===== config.mk =====
export PLATFORM = sky130hd
export DESIGN_NAME = onewire_master
export DESIGN_NICKNAME = d
export VERILOG_FILES = /design/src/rtl/onewire_master.sv
export SDC_FILE = /design/constraint.sdc
export NUM_CORES = 1
export LEC_CHECK = 0
export CORE_ASPECT_RATIO = 1.2
export CORE_MARGIN = 2
export CORE_UTILIZATION = 48
export DETAILED_ROUTE_END_ITERATION = 7
export HOLD_SLACK_MARGIN = 0.03
export PLACE_DENSITY = 0.76
export SYNTH_ARGS = -nofsm -noshare
export SYNTH_HDL_FRONTEND = slang
export SYNTH_SLANG_ARGS = --single-unit

===== constraint.sdc =====
create_clock -name clk -period 3.5 [get_ports clk]
set_input_delay 0.7 -clock clk [delete_from_list [all_inputs] [get_ports clk]]
set_output_delay 0.7 -clock clk [all_outputs]
set_load 0.05 [all_outputs]

===== src/rtl/onewire_master.sv =====
// 1-Wire bus master: bus reset/presence detect, byte write and byte read, driving
// an open-drain pad through a tri-state control with all timing derived from a 1 us tick.
`timescale 1ns/1ps
module onewire_master #(
    parameter int CLK_PER_US = 100
) (
    input  logic       clk,
    input  logic       rst_n,
    input  logic [1:0] cmd,
    input  logic       cmd_valid,
    output logic       cmd_ready,
    input  logic [7:0] tx_byte,
    output logic [7:0] rx_byte,
    output logic       done,
    output logic       presence,
    output logic       dq_i,
    output logic       dq_t,
    input  logic       dq_o
);

    localparam int PW = (CLK_PER_US > 2) ? $clog2(CLK_PER_US) : 1;

    typedef enum logic [2:0] {
        IDLE,
        RST_LOW,
        RST_REL,
        SLOT_LOW,
        SLOT_REL,
        FINISH
    } state_t;

    state_t      state_reg;
    logic [PW-1:0] pre_reg;
    logic [8:0]  us_reg;
    logic [2:0]  slot_reg;
    logic [7:0]  tx_reg;
    logic [7:0]  shift_reg;
    logic        rd_reg;
    logic [1:0]  sync_reg;

    logic        tick;
    logic        cur_bit;
    logic [8:0]  low_us;
    logic [8:0]  rel_us;

    assign tick      = (pre_reg == PW'(CLK_PER_US - 1));
    assign cur_bit   = tx_reg[slot_reg];
    // Only a write of a 0 bit stretches the low phase; reads and 1-bits use the short pulse.
    assign low_us    = (!rd_reg && !cur_bit) ? 9'd60 : 9'd6;
    assign rel_us    = 9'd70 - low_us;
    assign cmd_ready = (state_reg == IDLE);
    assign dq_i      = 1'b0;

    always_ff @(posedge clk or negedge rst_n) begin
        if (!rst_n) begin
            state_reg <= IDLE;
            pre_reg   <= '0;
            us_reg    <= '0;
            slot_reg  <= '0;
            tx_reg    <= '0;
            shift_reg <= '0;
            rd_reg    <= 1'b0;
            sync_reg  <= '0;
            rx_byte   <= '0;
            done      <= 1'b0;
            presence  <= 1'b0;
            dq_t      <= 1'b1;
        end else begin
            sync_reg <= {sync_reg[0], dq_o};
            done     <= 1'b0;

            // Free-running microsecond timebase; phase transitions below restart it.
            if (state_reg == IDLE) begin
                pre_reg <= '0;
                us_reg  <= '0;
            end else if (tick) begin
                pre_reg <= '0;
                us_reg  <= us_reg + 9'd1;
            end else begin
                pre_reg <= pre_reg + PW'(1);
            end

            case (state_reg)
                IDLE: begin
                    if (cmd_valid) begin
                        tx_reg   <= tx_byte;
                        rd_reg   <= (cmd == 2'b10);
                        slot_reg <= '0;
                        case (cmd)
                            2'b00: begin
                                state_reg <= RST_LOW;
                                dq_t      <= 1'b0;
                            end
                            2'b01, 2'b10: begin
                                state_reg <= SLOT_LOW;
                                dq_t      <= 1'b0;
                            end
                            default: begin
                                state_reg <= FINISH;
                                done      <= 1'b1;
                            end
                        endcase
                    end
                end
                RST_LOW: begin
                    if (tick && us_reg == 9'd479) begin
                        state_reg <= RST_REL;
                        dq_t      <= 1'b1;
                        pre_reg   <= '0;
                        us_reg    <= '0;
                    end
                end
                RST_REL: begin
                    if (tick) begin
                        if (us_reg == 9'd69) begin
                            presence <= ~sync_reg[1];
                        end
                        if (us_reg == 9'd479) begin
                            state_reg <= FINISH;
                            done      <= 1'b1;
                            pre_reg   <= '0;
                            us_reg    <= '0;
                        end
                    end
                end
                SLOT_LOW: begin
                    if (tick && us_reg == low_us - 9'd1) begin
                        state_reg <= SLOT_REL;
                        dq_t      <= 1'b1;
                        pre_reg   <= '0;
                        us_reg    <= '0;
                    end
                end
                SLOT_REL: begin
                    if (tick) begin
                        // 9 us into release is 15 us from the start of a read slot.
                        if (rd_reg && us_reg == 9'd8) begin
                            shift_reg[slot_reg] <= sync_reg[1];
                        end
                        if (us_reg == rel_us - 9'd1) begin
                            pre_reg <= '0;
                            us_reg  <= '0;
                            if (slot_reg == 3'd7) begin
                                state_reg <= FINISH;
                                done      <= 1'b1;
                                if (rd_reg) begin
                                    rx_byte <= shift_reg;
                                end
                            end else begin
                                slot_reg  <= slot_reg + 3'd1;
                                state_reg <= SLOT_LOW;
                                dq_t      <= 1'b0;
                            end
                        end
                    end
                end
                FINISH: begin
                    state_reg <= IDLE;
                end
                default: begin
                    state_reg <= IDLE;
                    dq_t      <= 1'b1;
                end
            endcase
        end
    end

endmodule


**Yosys cells after proc, flatten, opt, wreduce, memory -nomap -nowiden**

Index checks and enable logic that the tools add are counted.
Widths: inputs -> output; s select.

- $add $sub $neg: 6
- Order comparisons: 2
- Equal/unequal tests: 23
- Multiplexer cells: 55
- Bitwise logic cells: 2
- Reductions and logical operators: 20

Operators with widths:

| kind | count |
|---|---|
| $mux 9 | 8 |
| $mux 7 | 8 |
| $mux 3 | 12 |
| $pmux 9 s4 | 1 |
| $pmux 7 s4 | 1 |
| $eq 9x9->1 | 2 |
| $ne 2x2->1 const B | 9 |
| $mux 1 | 16 |
| $pmux 3 s5 | 1 |
| $pmux 3 s2 | 2 |
| $reduce_and 5->1 | 2 |
| $add 9x1->9 const B | 1 |
| $eq 3x3->1 const B | 3 |
| $eq 9x4->1 const B | 1 |
| $eq 9x7->1 const B | 1 |
| $eq 9x9->1 const B | 1 |
| $sub 8x2->9 const B | 1 |
| $bwmux 8 | 1 |
| $reduce_and 8->1 | 1 |
| $sub 7x6->8 const A | 1 |
| $add 7x1->7 const B | 1 |
| $eq 7x7->1 const B | 1 |
| $reduce_and 7->1 | 1 |
| $sub 6x1->7 const B | 1 |
| other kinds (22) | 31 |

- Flip-flop bits (word level): 52
- Output and inout bits: 13

**Longest topological paths before layout**

Gate-level depths: netlist of run 1.

- Depth in word-level cells: 11
- Gate-level depth with buffers: 8
- Depth with buffers taken out: 8

**Worst setup path before layout of run 1**

Ideal clock, no wire load.

- Kind: reg-to-reg
- Start: reg us_reg[6]
- End: reg us_reg[0]
- Library setup time: 0.140 ns
- Arrival time: 2.235 ns
- Data required time: 3.360 ns
- Setup slack: 1.125 ns
- Cell stages (with the launch flop): 7
- Buffers on the path: 0
- Cell sequence: dfrtp_1 or4b_4 or4_4 a31oi_1 nor2_1 nor4_4 nor3_1

- Word-level cells in the longest chain between the ends: 4

Ends and longest elaborated chain:

| what | line | RTL |
|---|---|---|
| start, declared | 34 | `logic [8:0] us_reg;` |
| start signal, assigned | 78 | `us_reg <= us_reg + 9'd1;` |
| $eq 9x9->1 (on tied branches) | - |  |
| $mux 9 (tied with other cells) | 140 | `if (us_reg == rel_us - 9'd1) begin` |
| $mux 9 (on tied branches) | - |  |
| $pmux 9 s4 * | 83 | `case (state_reg)` |

Mark *: on every way between the ends. The rest lies on a longest branch, timed or not.
A chain may end at the register's enable or synchronous reset.

**Final worst setup path of run 1**

- Start: reg state_reg[0]
- End: out cmd_ready

- Word-level cells in the longest chain between the ends: 1

Ends and longest elaborated chain:

| what | line | RTL |
|---|---|---|
| start, declared | 32 | `state_t state_reg;` |
| start signal, assigned | 56 | `state_reg <= IDLE;` |
| start signal, assigned | 91 | `state_reg <= RST_LOW;` |
| start signal, assigned | 95 | `state_reg <= SLOT_LOW;` |
| $logic_not 3->1 | 51 | `assign cmd_ready = (state_reg == IDLE);` |
| end, declared | 11 | `output logic cmd_ready,` |

Every way passes these cells.

==> results of run 1 <==
cells by family (layout without fill, tap and decap cells):
logic type / after synthesis / count (layout) / synth area share (%)
AO/OA/AOI/OAI: 29 / 29 / 7.67
flip-flops: 52 / 52 / 45.9
AND/OR/NAND/NOR: 113 / 113 / 21.6
other: 1 / 1 / 0.132
buffers and inverters: 21 / 44 / 4.27
multiplexers: 32 / 32 / 12.5
XOR/XNOR: 13 / 13 / 4.01
adder cells (fa/ha/maj): 9 / 9 / 3.97
layer usage:
metal / vias to the layer above / part of all wire, % / wire length, um
met5: - / 0 / 0
met3: 7 / 3.3 / 186
li1: 1005 / - / -
met4: 0 / 1.1 / 63
met1: 1022 / 44 / 2490
met2: 40 / 52 / 2980
report_power, final:
part | internal (mW) | switching, mW
sequential | 0.702 | 0.111
clock | 0.142 | 0.208
combinational | 0.252 | 0.333
total | 1.10 | 0.652
stage by stage:
stage / std cells / area (sq um) / util [%] / worst slack [ns]
after floorplan: 270 / 2840 / - / 1.12
after global placement: 365 / 3110 / 54.9 / 0.844
after detailed placement: 365 / 3110 / 54.9 / 0.827
after CTS: 373 / 3200 / 56.5 / 0.485
after global routing: 373 / 3200 / 56.5 / 0.326
final: 373 / 3200 / 56.5 / 0.493
cell usage in the layout (no fill, tap or decap), drive strengths merged, types with 3 or more instances in the layout:
cell type and instances:
nand2 23, nand4 4, inv 10, o21ai 3, nor3 19, clkdlybuf4s50 24
nor2b 5, a31oi 3, nor2 27, dfrtp 51, and3 3, clkbuf 5
ha 9, xor2 3, nand3 10, buf 3, mux2i 4, nor4 3
a21oi 7, and2 4, mux2 28, xnor2 10
cell type report:
type                       count  area [sq um]  share of cell area [%]
clock buffer                   5          68.8                    2.15
clock inverter                 3          21.3                   0.664
inverter                       9          33.8                    1.06
multi-input combinational    197          1420                    44.2
sequential                    52          1300                    40.7
tap                           80           100                    3.13
timing repair buffer          27           260                    8.13
critical path: cells and delay by family (launching register included):
| kind | cells | cell delay (ns) |
|---|---|---|
| buffers and inverters | 2 | 0.95 |
| DFF | 1 | 0.55 |
| and+or+nand+nor | 2 | 0.50 |
path summary, 6_finish.rpt:
| check | end | cells past startpoint |
|---|---|---|
| setup / recovery | cmd_ready | 4 |
| hold / removal | sync_reg[1] | 0 |
| setup reg to reg | rx_byte[2] | 6 |
| hold reg to reg | sync_reg[1] | 0 |
| max in group asynchronous | pre_reg[4] | 2 |
| min in group asynchronous | tx_reg[7] | 1 |
==> results.py, run 1 <==
metrics = {
    "cts": {
        "cts_tree": "done",
        "path_clk_slew_ns": 0.09,
        "cts_max_path_buffers": 2,
        "cts_resized": 0,
        "clk_latency_ns": 0.32,
        "cts_sinks": 52,
        "clockRootBuffer": "clkbuf_8",
        "numCtsBuffers": 5,
        "cts_hold_buffers": 0,
        "post_cts_buffers": 0,
        "cts_max_level": 2,
    },
    "timing": {
        "drv_slew": 0,
        "setup_tns_ns": 0,
        "hold_viol_final": 0,
        "finalCriticalPeriod_ns": 3.01,
        "period_share_pct": 85.9,
        "holdWs_ns": 0.357,
        "rsz0062_at_grt": "no",
        "timing.fmax_mhz": 333,
        "slew_headroom_pct": 44.7,
        "tightest_slew_ns": 0.829,
        "finalClockSkew_ns": 0.0118,
        "setup_violations": 0,
    },
    "route": {
        "vias": 2074,
        "totalWireLength_um": 5720,
        "via_per_inst": 5.56,
        "ant_nets": 0,
        "routedWlPerCell_um": 15.3,
        "drt_first_iter_violations": 130,
        "drt_first_pass_iters": 4,
        "drc": 0,
    },
    "placement": {
        "portBuffers": 25,
        "dp_hpwl_um": 4190,
        "place_congestion": 0.850,
    },
    "setup_path": {
        "critPathSlowestCell": "clkdlybuf4s50_1",
        "critical_path_arrival_ns": 2.31,
        "critPathRequiredTime_ns": 2.80,
        "endpoint_kind": "output pin",
        "max_stage_delay_ns": 0.81,
        "setup.worst_path.class": "register to output pin",
        "cp_cell_sequence": "nor2_1, nand2_1, inv_1, clkdlybuf4s50_1",
        "cp-start-kind": "register",
        "startpoint": "state_reg[0]",
        "r2r_setup_slack_ns": 0.86,
        "critical_path.max_fanout": 14,
        "timing.rr.start": "slot_reg[0]",
    },
    "floorplan": {
        "rows": 30,
        "die_w_um": 74.2,
        "ios": 27,
        "die-area_sq_um": 6550,
        "core-area_sq_um": 5670,
        "die_y_um": 88.2,
        "initial_core_util_pct": 50.1,
    },
    "logic_synthesis": {
        "synth_edf_count": 0,
        "synth.avg_cell_area_sq_um": 10.5,
        "synth_top_cell_by_area": "dfrtp_1",
        "synthesis.nets": 293,
        "async_flop_share_pct": 100,
        "ys.flop_type": "dfrtp_1",
        "syn_inst": 270,
        "yosys_register_bits": 52,
        "syn-cell-area_sq_um": 2840,
        "synth_top_area_share_pct": 45.0,
        "synth_area_leaders": "dfrtp_1 45%, mux2_2 11%, ha_1 4.0%",
        "yosysMostFrequentCell": "dfrtp_1",
        "synthTopCellsByCount": "51 x dfrtp_1, 27 x mux2_2, 27 x nor2_1",
        "yosysWarnings": 0,
        "seq_area_frac_synth_pct": 45.9,
        "synth_cell_types": 52,
    },
    "job": {
        "max_cap_violations": 0,
    },
    "global_route": {
        "met2_usage_pct": 33.2,
        "grt_pass1_wl_um": 9770,
        "use_met1_pct": 24.8,
        "track_usage_pct": 19.5,
        "antenna_found_initial": 0,
        "top_usage_layer": "met2",
        "met3_usage_pct": 4.21,
        "grt_max_degree": 39,
        "globalRouteOverflowTotal": 0,
        "grt_pass1_vias": 2083,
    },
    "finish": {
        "largest_reg_flops": 9,
        "final_layout_size_suffix_gt1_share_pct": 17.4,
        "nFillCells": 505,
        "nets": 315,
        "n_antenna_cell": 0,
        "syn_to_final_growth_pct": 12.8,
    },
    "pwr": {
        "p_total_mw": 1.75,
        "p_per_area_nw_per_um2": 546,
        "leakagePower_nw": 1.37,
        "peakVddDrop_uv": 304,
    },
    "outcome": {
        "status": "finished clean",
    },
    "hold_path": {
        "hold_path.class": "register to register",
        "min-delay-start": "sync_reg[0]",
    },
}
Note: power is estimated with default switching activity, not from simulation.
==> run 2: changes to the inputs <==
TNS_END_PERCENT = 100   (was unset)
==> results of run 2 <==
No change in the layout: final DEF, timing and power equal those of run 1.
==> run 3: changes to the inputs <==
CTS_CLUSTER_SIZE = 8   (was unset)
PLACE_DENSITY = 0.78   (was 0.76)
clock period = 2.5 ns   (was 3.5 ns; I/O delays follow)
==> results.py, run 3 (synthesized netlist as in run 1, its figures left out) <==
metrics = {
    "setup_path": {
        "critPathSlowestCell": "or4b_4",
        "max_stage_delay_ns": 0.54,
        "critical_path_arrival_ns": 2.68,
        "setup.worst_path.class": "register to register",
        "worstRegToRegCells": 7,
        "cp_cell_sequence": "or4b_4, or4_4, a31oi_2, nor2_2, nor4_4, buf_6, nor3_1",
        "rr_endpoint": "us_reg[5]",
        "startpoint": "us_reg[7]",
        "critPathRequiredTime_ns": 2.70,
        "cp-start-kind": "register",
        "critical_path.max_fanout": 9,
        "r2r_setup_slack_ns": 0.03,
        "endpoint_kind": "register",
        "timing.rr.start": "us_reg[7]",
    },
    "finish": {
        "final_cell_count_no_fill": 388,
        "layout_common_cells": "49 x dfrtp_1, 27 x mux2_2, 26 x nor2_1",
        "final_layout_size_suffix_gt1_share_pct": 24.0,
        "mostFrequentLayoutCell": "dfrtp_1",
        "syn_to_final_growth_pct": 19.1,
        "nets": 330,
        "largest_reg_flops": 9,
        "n_antenna_cell": 0,
    },
    "floorplan": {
        "ios": 27,
        "rows": 30,
        "initial_core_util_pct": 50.1,
        "die-area_sq_um": 6550,
        "core-area_sq_um": 5670,
        "die_w_um": 74.2,
        "die_y_um": 88.2,
    },
    "cts": {
        "cts_max_path_buffers": 2,
        "path_clk_slew_ns": 0.10,
        "cts_tree": "done",
        "cts_sinks": 52,
        "cts_hold_buffers": 0,
        "cts_max_level": 2,
        "clockRootBuffer": "clkbuf_8",
        "numCtsBuffers": 5,
        "clk_latency_ns": 0.32,
    },
    "pwr": {
        "combPwrFrac_pct": 38.9,
        "power_frac_seq_pct": 42.5,
        "intPower_mw": 1.65,
        "p_total_mw": 2.62,
        "p_sw_share_pct": 36.9,
        "p_sw_mw": 0.966,
        "pwr-share-clk_pct": 18.6,
        "peakVddDrop_uv": 410,
        "leakagePower_nw": 1.45,
        "p_per_area_nw_per_um2": 774,
    },
    "global_route": {
        "globalRouteOverflowTotal": 0,
        "grt_max_degree": 53,
        "antenna_found_initial": 0,
        "grt_pass1_wl_um": 9690,
        "track_usage_pct": 19.1,
        "grt_pass1_vias": 2113,
    },
    "hold_path": {
        "hold_path.class": "primary input to asynchronous set/reset pin",
    },
    "timing": {
        "slew_headroom_pct": 56.6,
        "finalClockSkew_ns": 0.00783,
        "period_share_pct": 98.9,
        "timing.fmax_mhz": 404,
        "tightest_slew_ns": 0.651,
        "layout_setup_ws_ns": 0.0271,
        "hold_viol_final": 0,
        "setup_violations": 0,
        "drv_slew": 0,
        "finalCriticalPeriod_ns": 2.47,
    },
    "route": {
        "drt_first_iter_violations": 76,
        "drc": 0,
        "via_per_inst": 5.53,
        "totalWireLength_um": 5910,
        "routedWlPerCell_um": 15.2,
        "vias": 2144,
        "drt_first_pass_iters": 4,
        "ant_nets": 0,
    },
    "placement": {
        "portBuffers": 25,
        "place_inst": 379,
        "place_congestion": 0.857,
        "dp_hpwl_um": 4210,
        "pre_cts_ws_ns": 0.0731,
    },
    "outcome": {
        "status": "finished clean",
    },
    "job": {
        "max_cap_violations": 0,
    },
}
-- run 3: worst max-delay path: cells and delay by family (launching register included) --
kind	cells	cell delay, ns
AOI/OAI and AO/OA	1	0.22
and+or+nand+nor	5	1.52
buffers and inverters	1	0.18
DFF	1	0.44
-- run 3: repair_timing --
action	4_1_cts	5_1_grt
setup buffers	0	1
gates resized for setup	0	13
endpoints found under the setup margin	0	18
-- run 3: worst max-delay path by stage --
| stage | end | slack [ns] | cells after the start |
|---|---|---|---|
| finish | us_reg[5] | 0.03 | 7 |
| detailed placement | us_reg[5] | 0.07 | 8 |
| global route | us_reg[5] | -0.04 | 7 |
| global placement | us_reg[8] | 0.13 | 7 |
| CTS | us_reg[5] | 0.05 | 7 |
| floorplan | us_reg[0] | 0.12 | 6 |
-- run 3: through the flow --
stage	utilization (%)	cell area [sq um]	setup TNS [ns]	hold WS, ns
detailed placement	56.9	3230	0	0.336
global placement	56.9	3230	0	0.334
global route	59.6	3380	-0.251	0.354
floorplan	-	2840	0	0.204
CTS	58.6	3320	0	0.321
finish	59.6	3380	0	0.293
-- run 3: layout make-up --
cell class              count  area (sq um)
well taps                  80           100
clock inverters             3          23.8
repair buffers             42           387
inverters                   9          33.8
multi-input cells         197          1460
fillers                   481          2290
clock buffers               5          68.8
flip-flops and latches     52          1310
-- run 3: power by group through the flow --
stage	logic (mW)	registers [mW]	clock network (mW)
floorplan	0.663	1.10	0
global placement	0.932	1.11	0
detailed placement	0.948	1.12	0
CTS	0.954	1.10	0.501
global route	1.11	1.13	0.536
finish	1.02	1.11	0.487
-- run 3: per-layer routing --
metal  global-route usage [%]  vias to the layer above  share of wire (%)
li1                         -                     1034                  -
met1                     22.7                     1061                 43
met2                     33.9                       42                 53
met3                     3.76                        7                2.8
met4                     6.61                        0                1.5
met5                        0                        -                  0
